$ cat src/rtl/mcoi_reset_sequencer_pkg.sv
// mcoi_reset_sequencer_pkg
// Shared types and helpers for the MCOI reset sequencer.
//   t_rst_seq_state : encoding of the sequencer FSM state (also driven on state_o)
//   clog2_min1      : $clog2 that never returns less than 1, for index widths
package mcoi_reset_sequencer_pkg;

  typedef enum logic [1:0] {
    POR       = 2'd0,
    WAIT_LOCK = 2'd1,
    DELAY     = 2'd2,
    RUN       = 2'd3
  } t_rst_seq_state;

  function automatic int clog2_min1(input int n);
    return (n < 2) ? 1 : $clog2(n);
  endfunction

endpackage

$ cat src/rtl/mcoi_reset_sequencer_lock_filter.sv
// mcoi_lock_filter
// Brings one asynchronous PLL lock into clk_ik and qualifies it: lock_ok rises
// once the synchronised lock has been high for G_LOCK_FILTER consecutive
// cycles and drops on the first synchronised-low cycle.
// Ports:
//   clk_ik     in  clock
//   rst_ir     in  synchronous active-high reset
//   lock_async in  raw lock input, any timing
//   lock_ok    out qualified lock, registered
module mcoi_lock_filter #(
  parameter int G_LOCK_FILTER = 16
) (
  input  logic clk_ik,
  input  logic rst_ir,
  input  logic lock_async,
  output logic lock_ok
);

  localparam int FW = (G_LOCK_FILTER > 1) ? $clog2(G_LOCK_FILTER) : 1;

  logic [1:0]    sync_q;
  logic [FW-1:0] run_cnt;

  always_ff @(posedge clk_ik) begin
    if (rst_ir) begin
      sync_q  <= '0;
      run_cnt <= '0;
      lock_ok <= 1'b0;
    end else begin
      sync_q <= {sync_q[0], lock_async};
      if (!sync_q[1]) begin
        run_cnt <= '0;
        lock_ok <= 1'b0;
      end else if (!lock_ok) begin
        // run_cnt counts the high cycles already seen; the current one is the last
        if (run_cnt == FW'(G_LOCK_FILTER - 1))
          lock_ok <= 1'b1;
        else
          run_cnt <= run_cnt + 1'b1;
      end
    end
  end

endmodule

$ cat src/rtl/mcoi_reset_sequencer.sv
// mcoi_reset_sequencer
// Power-on and PLL-aware reset sequencer. After a POR hold, channels are
// released one at a time in index order; each waits for its own qualified
// lock and then a fixed inter-stage delay. A lock drop on a released channel
// re-asserts that channel and every later one and resequences from there.
// Ports:
//   clk_ik          in  free-running clock
//   rst_ir          in  synchronous active-high reset
//   locked_i        in  per-channel asynchronous PLL lock
//   soft_reset_i    in  restart the whole sequence from POR
//   lock_lost_clr_i in  clear all lock_lost_o flags
//   reset_o         out per-domain active-high reset requests
//   ready_o         out all channels released
//   state_o         out FSM state
//   stage_o         out channel currently being sequenced
//   lock_lost_o     out sticky per-channel lock-lost flags
//
// state     | meaning
// POR       | counting G_POR_CYCLES after reset / soft reset
// WAIT_LOCK | waiting for lock_ok[stage]
// DELAY     | lock good, counting G_STAGE_DELAY before releasing stage
// RUN       | every channel released
module mcoi_reset_sequencer
  import mcoi_reset_sequencer_pkg::*;
#(
  parameter int G_CHANNELS    = 4,
  parameter int G_CNT_WIDTH   = 21,
  parameter int G_POR_CYCLES  = 2097151,
  parameter int G_STAGE_DELAY = 1000,
  parameter int G_LOCK_FILTER = 16
) (
  input  logic                                clk_ik,
  input  logic                                rst_ir,
  input  logic [G_CHANNELS-1:0]               locked_i,
  input  logic                                soft_reset_i,
  input  logic                                lock_lost_clr_i,
  output logic [G_CHANNELS-1:0]               reset_o,
  output logic                                ready_o,
  output logic [1:0]                          state_o,
  output logic [clog2_min1(G_CHANNELS)-1:0]   stage_o,
  output logic [G_CHANNELS-1:0]               lock_lost_o
);

  localparam int SW = clog2_min1(G_CHANNELS);

  localparam logic [1:0] ST_POR       = 2'(POR);
  localparam logic [1:0] ST_WAIT_LOCK = 2'(WAIT_LOCK);
  localparam logic [1:0] ST_DELAY     = 2'(DELAY);
  localparam logic [1:0] ST_RUN       = 2'(RUN);

  logic [G_CHANNELS-1:0]  lock_ok;
  logic [1:0]             state;
  logic [SW-1:0]          stage;
  logic [G_CNT_WIDTH-1:0] cnt;
  logic [G_CNT_WIDTH-1:0] cnt_inc;

  logic [G_CHANNELS-1:0]  lost_vec;
  logic [G_CHANNELS-1:0]  lost_onehot;
  logic [G_CHANNELS-1:0]  lost_mask;
  logic [SW-1:0]          lost_idx;
  logic                   lost_any;
  logic                   lock_cur;
  logic                   last_stage;

  for (genvar k = 0; k < G_CHANNELS; k++) begin : g_lock
    mcoi_lock_filter #(
      .G_LOCK_FILTER(G_LOCK_FILTER)
    ) u_lock_filter (
      .clk_ik    (clk_ik),
      .rst_ir    (rst_ir),
      .lock_async(locked_i[k]),
      .lock_ok   (lock_ok[k])
    );
  end

  // A released channel whose lock is no longer good; the lowest one wins and
  // everything from it upwards goes back into reset.
  always_comb begin
    lost_vec    = ~reset_o & ~lock_ok;
    lost_any    = |lost_vec;
    lost_idx    = '0;
    lost_onehot = '0;
    for (int k = G_CHANNELS - 1; k >= 0; k--) begin
      if (lost_vec[k]) begin
        lost_idx    = SW'(k);
        lost_onehot = G_CHANNELS'(1) << k;
      end
    end
    lost_mask = lost_any ? ~(lost_onehot - G_CHANNELS'(1)) : '0;
  end

  assign cnt_inc    = (cnt == '1) ? cnt : cnt + 1'b1;
  assign lock_cur   = lock_ok[stage];
  assign last_stage = (stage == SW'(G_CHANNELS - 1));

  always_ff @(posedge clk_ik) begin
    if (rst_ir) begin
      state       <= ST_POR;
      stage       <= '0;
      cnt         <= '0;
      reset_o     <= '1;
      ready_o     <= 1'b0;
      lock_lost_o <= '0;
    end else begin
      // a new loss outranks a clear in the same cycle, and is recorded even
      // when a soft reset takes the FSM elsewhere
      lock_lost_o <= (lock_lost_o & ~{G_CHANNELS{lock_lost_clr_i}}) | lost_onehot;

      if (soft_reset_i) begin
        state   <= ST_POR;
        stage   <= '0;
        cnt     <= '0;
        reset_o <= '1;
        ready_o <= 1'b0;
      end else if (lost_any) begin
        state   <= ST_WAIT_LOCK;
        stage   <= lost_idx;
        cnt     <= '0;
        reset_o <= reset_o | lost_mask;
        ready_o <= 1'b0;
      end else begin
        case (state)
          ST_POR: begin
            if (cnt == G_CNT_WIDTH'(G_POR_CYCLES - 1)) begin
              state <= ST_WAIT_LOCK;
              stage <= '0;
              cnt   <= '0;
            end else begin
              cnt <= cnt_inc;
            end
          end
          ST_WAIT_LOCK: begin
            if (lock_cur) begin
              state <= ST_DELAY;
              cnt   <= '0;
            end
          end
          ST_DELAY: begin
            if (!lock_cur) begin
              state <= ST_WAIT_LOCK;
              cnt   <= '0;
            end else if (cnt == G_CNT_WIDTH'(G_STAGE_DELAY - 1)) begin
              reset_o[stage] <= 1'b0;
              cnt            <= '0;
              if (last_stage) begin
                state   <= ST_RUN;
                ready_o <= 1'b1;
              end else begin
                state <= ST_WAIT_LOCK;
                stage <= stage + 1'b1;
              end
            end else begin
              cnt <= cnt_inc;
            end
          end
          ST_RUN: begin
          end
          default: state <= ST_POR;
        endcase
      end
    end
  end

  assign state_o = state;
  assign stage_o = stage;

endmodule

$ cat config.mk
export PLATFORM = sky130hd
export DESIGN_NAME = mcoi_reset_sequencer
export DESIGN_NICKNAME = d
export VERILOG_FILES = /design/src/rtl/mcoi_reset_sequencer_pkg.sv /design/src/rtl/mcoi_reset_sequencer_lock_filter.sv /design/src/rtl/mcoi_reset_sequencer.sv
export SDC_FILE = /design/constraint.sdc
export NUM_CORES = 1
export LEC_CHECK = 0
export CORE_MARGIN = 2
export CORE_UTILIZATION = 30
export CTS_CLUSTER_DIAMETER = 80
export DETAILED_ROUTE_END_ITERATION = 10
export PLACE_DENSITY = 0.45
export SYNTH_ARGS = -nofsm -noshare
export SYNTH_HDL_FRONTEND = slang
export SYNTH_SLANG_ARGS = --single-unit
$ cat constraint.sdc
create_clock -name clk_ik -period 1.9 [get_ports clk_ik]
set_input_delay 0.19 -clock clk_ik [delete_from_list [all_inputs] [get_ports clk_ik]]
set_output_delay 0.19 -clock clk_ik [all_outputs]
set_load 0.02 [all_outputs]
==> impl_metrics.yaml <==
cts:
  cts_tree: "built"
  ctsRootBufferMaster: "clkbuf_8"
  insertion_delay_ns: 0.35
  cts_buffers: 9
  clkSinkCount: 62
  clock_path_buffers: 2
  clkTransAtPathRegs_ns: 0.08
  cts_hold_buf: 0
  htreeDepth: 3
yosys:
  synthMostInstantiatedCell: "dfxtp_1"
  yosys.area.top_type: "dfxtp_1"
  synth_top_area_frac: 0.410
  yosysSeqAreaShare: 0.410
  synth_area_leaders: "dfxtp_1 41%, ha_1 5.8%, nor2_1 4.8%"
  yosys-top-cells-count: "62 x dfxtp_1, 39 x nor2_1, 19 x nand2_1, 16 x a21oi_1, 16 x inv_1"
  ys_seq_elements: 62
  syn_nets: 355
  ys_warn_count: 0
  avgSynthCellArea_um2: 9.10
  synth_cell_types: 57
  synth-main-ff-cell: "dfxtp_1"
  synth_area_um2: 3030
  synth_edf_count: 0
  netlist_instances: 333
  async_flop_share: 0
critical_path:
  rr_worst_depth: 6
  critical_path_arrival_ns: 2.33
  path_class: "reg2reg"
  cp-end-kind: "flip-flop"
  worst-r2r-setup-slack_ns: -0.16
  critPathLaunchType: "flip-flop"
  crit_fanout: 3
  r2r_end: "state_o[1]"
  reg2reg_from: "cnt[12]"
  required_ns: 2.17
hold_path:
  hp-class: "in2reg"
  worstHoldStart: "locked_i[1]"
  hold_depth: 2
  whs_endpoint: "g_lock[1].u_lock_filter.sync_q[0]"
detailed_routing:
  drtAntennaViolNets: 0
  via_per_inst: 4.79
  wl_per_cell_um: 13.4
  dr_total_vias: 2705
  drtIter0Drc: 85
  drc_errors: 0
  drt-pass1-iter-count: 4
  wl_um: 7560
global_routing:
  grt_pass1_vias: 2642
  overflow: 0
  grt_pass1_wl_um: 12800
  antenna_found_initial: 0
  grt_max_degree: 17
  grt_usage: 0.148
floorplanning:
  io_pins: 21
  chipWidth_um: 105
  initial_utilization: 0.310
  design.core.area_um2: 9770
  placement_rows: 36
  fp.dieH_um: 105
  die_area_um2: 10900
timing:
  fin_worst_skew_ns: 0.00630
  worst_slew_pin_slew_ns: 0.498
  fmax_mhz: 485
  setup_tns_ns: -1.50
  setup_ws_ns: -0.161
  fin_crit_sh: 1.08
  period_minus_slack_ns: 2.06
  hold_slack_ns: 0.383
  hold_viol_final: 0
  setup_violations: 29
  slew_headroom: 0.666
  final_max_slew_viol_count: 0
  rsz0062_at_grt: "true"
status:
  violations: "setup timing"
  status: "complete, but fails checks"
cells_and_area:
  antenna-diode-count: 0
  synthToLayoutAreaGrowth_pct: 39.6
  fillCellCount: 983
  multi_input_area_um2: 1770
  fin_area_um2: 4230
  drive_gt1_frac: 0.271
  layout.nets: 449
  seq_area_um2: 1250
  post-route-util: 0.433
placement:
  io_buffers: 20
  post_dp_cell_area_um2: 3880
  dp_hpwl_um: 5730
  place_congestion: 0.849
power_and_ir_drop:
  max-vdd-ir-drop_v: 0.000376
  p_leak_nw: 1.63
  total_power_mw: 2.90
  p_per_area_nw_per_um2: 684
job:
  maxCapViolCount: 0
[worst max-delay path by stage]
stage,from,to,slack (ns),cells after the start
6_report,cnt[12],state_o[1],-0.16,6
5_1_grt,cnt[12],state_o[1],-0.24,6
4_1_cts,cnt[12],state_o[1],-0.14,6
3_5_place_dp,cnt[18],state_o[1],-0.12,6
3_3_place_gp,cnt[18],state_o[1],-0.10,6
2_1_floorplan,cnt[3],stage_o[0],-0.09,6
[metrics by stage]
step / std cells / setup slack [ns]
2_1_floorplan: 333 / -0.0904
3_3_place_gp: 546 / -0.100
3_5_place_dp: 546 / -0.119
4_1_cts: 563 / -0.141
5_1_grt: 565 / -0.237
6_report: 565 / -0.161
[critical path, stage by stage (launching register included)]
cell and delay, ns:
dfxtp_1 0.32, or4_4 0.56, nor4_4 0.29, buf_4 0.16, a21oi_2 0.06, or3_1 0.40
a211oi_2 0.20
[metal layers]
layer	global-route usage	routed length [µm]	vias to the layer above
li1	-	-	1401
met4	0.0647	119	0
met1	0.201	3990	1271
met3	0.0357	190	10
met2	0.224	3260	23
met5	0	0	-
[flip-flops by register name, indices dropped and copies added, names as in the netlist]
signal,cells
cnt,21
g_lock.u_lock_filter.lock_ok,4
g_lock.u_lock_filter.run_cnt,16
g_lock.u_lock_filter.sync_q,8
lock_lost_o,4
ready_o,1
reset_o,4
stage_o,2
state_o,2
[where the power goes]
part           internal [mW]  switching [mW]  total (mW)  leakage [nW]
clock                  0.894           0.611        1.51         0.127
combinational         0.0409          0.0354      0.0763         0.997
sequential              1.31         0.00492        1.31         0.505
total                   2.24           0.651        2.90          1.63
[layout by cell type, fill, tap and decap left out, types with 8 or more instances in the layout]
master and count:
buf_4 67, a31oi_1 8, inv_1 16, xnor2_1 8, nand2_1 19, or3_1 8
nand3_1 11, clkdlybuf4s50_1 20, clkbuf_8 9, xor2_1 11, a21oi_1 13, o21ai_0 8
ha_1 13, nor2_1 39, nor2b_1 12, dfxtp_1 56
[cell families after synthesis]
kind of cell	share of synthesized area
and+or+nand+nor	0.258
AOI/OAI and AO/OA	0.167
DFF	0.410
buffers and inverters	0.0318
adders and majority gates	0.0578
muxes	0.0206
xor gates and xnor gates	0.0549
[area by class of cell]
| cell class | instances | share of cell area |
|---|---|---|
| Timing Repair Buffer | 89 | 0.174 |
| Inverter | 16 | 0.0142 |
| Clock inverter | 7 | 0.0302 |
| Clock buffer | 9 | 0.0293 |
| Sequential cell | 62 | 0.296 |
| Multi-Input combinational cell | 249 | 0.418 |
| Tap cell | 133 | 0.0393 |
[timing repair]
action / CTS / global route
gates resized for setup: 4 / 13
setup endpoints to repair: 30 / 30
pin swaps: 4 / 7
buffers inserted: 1 / 2
No activity file was read; power rests on OpenSTA's default activity.
==> RTL change 1: new RTL, same settings <==
Change the parameter `G_CNT_WIDTH` from 21 to 25.
--- a/src/rtl/mcoi_reset_sequencer.sv
+++ b/src/rtl/mcoi_reset_sequencer.sv
@@ -25,5 +25,5 @@
 #(
   parameter int G_CHANNELS    = 4,
-  parameter int G_CNT_WIDTH   = 21,
+  parameter int G_CNT_WIDTH   = 25,
   parameter int G_POR_CYCLES  = 2097151,
   parameter int G_STAGE_DELAY = 1000,
Formal check against the unedited RTL: no difference found for any inputs over 10 cycles, from zero or initial values and one cycle with rst_ir high; that may be too few to reach the edited logic, so the function may still have changed.
==> RTL change 1 against the original RTL <==
- clock skew up 4.7 ps
- wire length is 2.8% lower
- worst setup slack worse by 44 ps
- non-clock buffer count shrank 2
- critical path depth up 2
- count of clock-buffer cells in the layout unchanged
- combinational power up 2%
- power decreased by 8.4%
- final cell count up 1.1%
- final area increased by 1.7%
- the flow still finishes with violations (negative setup slack)
- first-iteration DRC count is 29% lower
- largest cell class unchanged
- sequential cell count increased by 4
- clock power is 23% lower
- area after synthesis up 1.9%
==> RTL change 1: results (changes against the original RTL) <==
stage,metric,value,unit,change
run_status,run_status,"complete, but fails checks",,
run_status,violations,negative setup slack,,
worst_hold_path,min_from,locked_i[0],,
clocking,post_cts_resized,18,,+14
worst_hold_path,min_to,g_lock[0].u_lock_filter.sync_q[0]$_SDFF_PP0_,,
drt,route.layer.met1.wl,3420,um,-14%
setup_path,critical_path.max_fanout,8,,+5
logic_synthesis,synthArstFlopShare,0,%,unchanged
clocking,clockBufferDepth,2,,unchanged
logic_synthesis,syn_avg_cell_area,9.13,um^2,+0.35%
layout,layout-drive-gt1-share,27.4,%,+0.27 points
setup_path,reg2reg_depth,8,,+2
grt,grt_pass1_vias,2783,,+5.3%
power,p_int,2040,uW,-9.2%
layout,insertedDiodeCount,0,,unchanged
logic_synthesis,ys_top_cells_by_count,"dfxtp_1 (66), nor2_1 (55), xnor2_1 (22)",,
setup_path,setup.worst_path.start,cnt[12]$_SDFFE_PP0P_,,
logic_synthesis,synth_fp_nets,361,,+1.7%
grt,grtUsageMet2,24.1,%,+1.7 points
drt,first_pass_iters,4,,unchanged
setup_path,r2r-end,cnt[1]$_SDFFE_PP0P_,,
drt,wl_met3,267,um,+41%
placed_design,post-dp-hpwl,5310,um,-7.3%
sta,tightest_slew,498,ps,+0.409 ps
sta,skew,11.0,ps,+4.71 ps
drt,via_per_inst,4.70,,-1.9%
sta,layout_setup_ws,-204,ps,-43.6 ps
layout,final_nets,453,,+0.89%
drt,drtIter0Drc,60,,-29%
logic_synthesis,synth_area_leaders,"dfxtp_1 (43%), nor2_1 (6.7%), xnor2_1 (6.2%)",,
logic_synthesis,synthDistinctLibCells,51,,-11%
placed_design,dp_slack,-343,ps,-224 ps
power,seqPwrFrac,52.8,%,+7.4 points
setup_path,critPathKind,flip-flop to flip-flop,,
placed_design,finalWeightedCongestion,0.780,,-8.1%
power,ir_worst_vdd,0.304,mV,-19%
power,combPwrFrac,2.9,%,+0.3 points
drt,routed_wl,7350,um,-2.8%
grt,use_met1,17.7,%,-2.4 points
sta,setup_violations,29,,unchanged
power,leakagePower,0.00165,uW,+1.3%
grt,met3_usage,4.64,%,+1.1 points
clocking,clock_latency,350,ps,about the same
grt,grt_max_degree,18,,+1
clocking,clk_pin_slew_worst_paths,70,ps,
placed_design,dp.cells,553,,+1.3%
placed_design,io_buffers,20,,unchanged
layout,num-fill-cells,1008,,+2.5%
sta,finalSetupTns,-5220,ps,-3720 ps
sta,hold_slack,393,ps,+10.4 ps
logic_synthesis,yosysSeqAreaShare,42.8,%,+1.8 points
placed_design,place_area,3970,um^2,+2.3%
layout,final_cells,571,,+1.1%
grt,grt_use_total,14.5,%,-0.31 points
grt,grt_pass1_wl,13000,um,+1.5%
setup_path,r2r_start,cnt[12]$_SDFFE_PP0P_,,
clocking,cts-buffers-inserted,9,,unchanged
power,switchingPower,614,uW,-5.8%
drt,wl_met2,3540,um,+8.6%
layout,top_regs,"cnt: 25 flops, g_lock.u_lock_filter.run_cnt: 16 flops, g_lock.u_lock_filter.sync_q: 8 flops",,
## RTL change 1: changes by cell type after synthesis, sizes merged, moves of 6 or more
cell   delta
a21oi     -9
nor3      +6
nor2     +16
or3       -7
nand3     +9
nor4      +8
or4       -7
xnor2    +14
## RTL change 1: worst max-delay path: stages (launching register included)
cell and delay [ps]:
dfxtp_2 350, buf_6 90, and3_4 190, nand4_4 120, or4_4 550, mux2_4 300
o21ai_4 170, buf_6 170, a211oi_2 40
## RTL change 1: kinds of logic after synthesis
group,after synthesis,share of synthesized area [%]
adder cells (fa/ha/maj),15,6.08
flip-flops,66,42.8
multiplexers,8,3.08
XOR/XNOR,31,8.80
buffers and inverters,17,2.59
AO/OA/AOI/OAI,36,8.51
AND/OR/NAND/NOR,165,28.1
## RTL change 1: cell type report
class                      count  area, um^2  area share, %
tap                          136         170           3.96
inverter                      11        41.3          0.960
clock inverter                 7        67.6           1.57
clock buffer                   9         124           2.88
timing repair buffer          87         736           17.1
multi-input combinational    255        1830           42.5
sequential                    66        1340           31.1
==> RTL change 2: new RTL, same flow settings <==
Without the edit above. Reset style: asynchronous (`rst_ir`), changed in 2 clocked blocks. Comments in the files are not updated.
--- a/src/rtl/mcoi_reset_sequencer_lock_filter.sv
+++ b/src/rtl/mcoi_reset_sequencer_lock_filter.sv
@@ -22,5 +22,5 @@
   logic [FW-1:0] run_cnt;
 
-  always_ff @(posedge clk_ik) begin
+  always_ff @(posedge clk_ik or posedge rst_ir) begin
     if (rst_ir) begin
       sync_q  <= '0;
--- a/src/rtl/mcoi_reset_sequencer.sv
+++ b/src/rtl/mcoi_reset_sequencer.sv
@@ -94,5 +94,5 @@
   assign last_stage = (stage == SW'(G_CHANNELS - 1));
 
-  always_ff @(posedge clk_ik) begin
+  always_ff @(posedge clk_ik or posedge rst_ir) begin
     if (rst_ir) begin
       state       <= ST_POR;
Behaviour: same outputs for any inputs over 10 cycles, from zero or initial values and one cycle with rst_ir high; that may be too few to reach the edited logic, so the function may still have changed.
==> RTL change 2 against the original RTL <==
- critical path type unchanged
- worst setup slack improved by 99 ps
- sequential cell count unchanged
- final area up 16%
- via count grew 6.8%
- clock skew is 18 ps higher
- first-iteration DRC count is 32% higher
- area after synthesis is 7.3% higher
- largest cell class unchanged
- highest routed layer unchanged
- wire length rose by 16%
- the flow still finishes with violations (negative setup slack)
- critical endpoint is now cnt[12]$_DFFE_PP0P_
Power is not compared: it rests on default switching activity, and its combinational part moved more than twofold at a synthesized area within 25%.
==> RTL change 2: results (changes against the original RTL) <==
stage,metric,value,unit,change
grt,grt_pass1_wl,14500,um,+13%
run_status,violations,negative setup slack,,
drt,wl_met3,186,um,-2.1%
logic_synthesis,yosysSeqAreaShare,47.8,%,+6.9 points
setup_path,critical-path-slowest-cell,mux4_2,,
placed_design,post-dp-hpwl,6050,um,+5.5%
layout,final_nets,449,,unchanged
layout,top_regs,"cnt: 21 flops, g_lock.u_lock_filter.run_cnt: 16 flops, g_lock.u_lock_filter.sync_q: 8 flops",,
placed_design,finalWeightedCongestion,0.805,,-5.1%
run_status,run_status,"complete, but fails checks",,
grt,grt_max_degree,30,,+13
logic_synthesis,synth_fp_nets,328,,-7.6%
placed_design,dp.cells,537,,-1.6%
grt,grt_use_total,15.9,%,+1.1 points
setup_path,critical_path.max_fanout,10,,+7
placed_design,place_area,4240,um^2,+9.2%
drt,wl_met2,4280,um,+31%
sta,setup_violations,19,,-34%
drt,route.layer.met1.wl,4210,um,+5.5%
logic_synthesis,synthDistinctLibCells,58,,+1.8%
setup_path,r2r-end,cnt[12]$_DFFE_PP0P_,,
grt,met3_usage,4.34,%,+0.77 points
logic_synthesis,synthCells,307,,-7.8%
logic_synthesis,ys.flop_type,dfrtp_1,,
drt,first_pass_iters,4,,unchanged
drt,drtIter0Drc,112,,+32%
placed_design,dp_slack,-137,ps,-17.6 ps
setup_path,r2r_start,stage_o[0]$_DFFE_PP0P_,,
sta,layout_setup_ws,-61.5,ps,+99.1 ps
sta,hold_slack,183,ps,-200 ps
setup_path,crit_family,multiplexers,,
grt,grt_pass1_vias,2868,,+8.6%
layout,layout-drive-gt1-share,41.6,%,+14 points
grt,use_met1,21.0,%,+0.96 points
sta,skew,24.0,ps,+17.7 ps
worst_hold_path,min_path_type,primary input to asynchronous set/reset pin,,
grt,grtUsageMet2,25.7,%,+3.3 points
## RTL change 2: how the worst max path moves through the flow
stage,slack (ps),to
after floorplan,-90,cnt[19]$_DFFE_PP0P_
after global placement,-120,cnt[11]$_DFFE_PP0P_
after detailed placement,-140,cnt[11]$_DFFE_PP0P_
after CTS,-70,cnt[13]$_DFFE_PP0P_
after global routing,-150,cnt[16]$_DFFE_PP0P_
final,-60,cnt[12]$_DFFE_PP0P_
## RTL change 2: kinds of logic (layout without fill, tap and decap cells)
| logic type | Yosys count | count (layout) | share of synthesized area, % |
|---|---|---|---|
| xor+xnor | 12 | 12 | 3.23 |
| mux | 8 | 8 | 2.96 |
| simple gates | 115 | 115 | 21.2 |
| buf+inv | 24 | 149 | 3.35 |
| flops | 62 | 62 | 47.8 |
| fa+ha+maj | 13 | 13 | 5.00 |
| compound gates | 73 | 74 | 16.4 |
## RTL change 2: power by group
part | total [uW] | switching (uW) | internal (uW)
combinational | 897 | 437 | 460
clock | 1350 | 598 | 751
sequential | 1420 | 42.6 | 1370
## RTL change 2: repair_timing
| action | 4_1_cts | 5_1_grt |
|---|---|---|
| pin swaps | 17 | 18 |
| setup endpoints to repair | 25 | 29 |
| cloned | 2 | 1 |
| resized for setup | 29 | 42 |
| setup buffers | 11 | 6 |
## RTL change 2: layout make-up
| class | count | area (um^2) |
|---|---|---|
| fillers | 1013 | 5770 |
| multi-input cells | 222 | 1890 |
| flip-flops and latches | 62 | 1560 |
| repair buffers | 115 | 1000 |
| well taps | 140 | 175 |
| clock buffers | 10 | 128 |
| clock inverters | 6 | 95.1 |
| inverters | 18 | 70.1 |
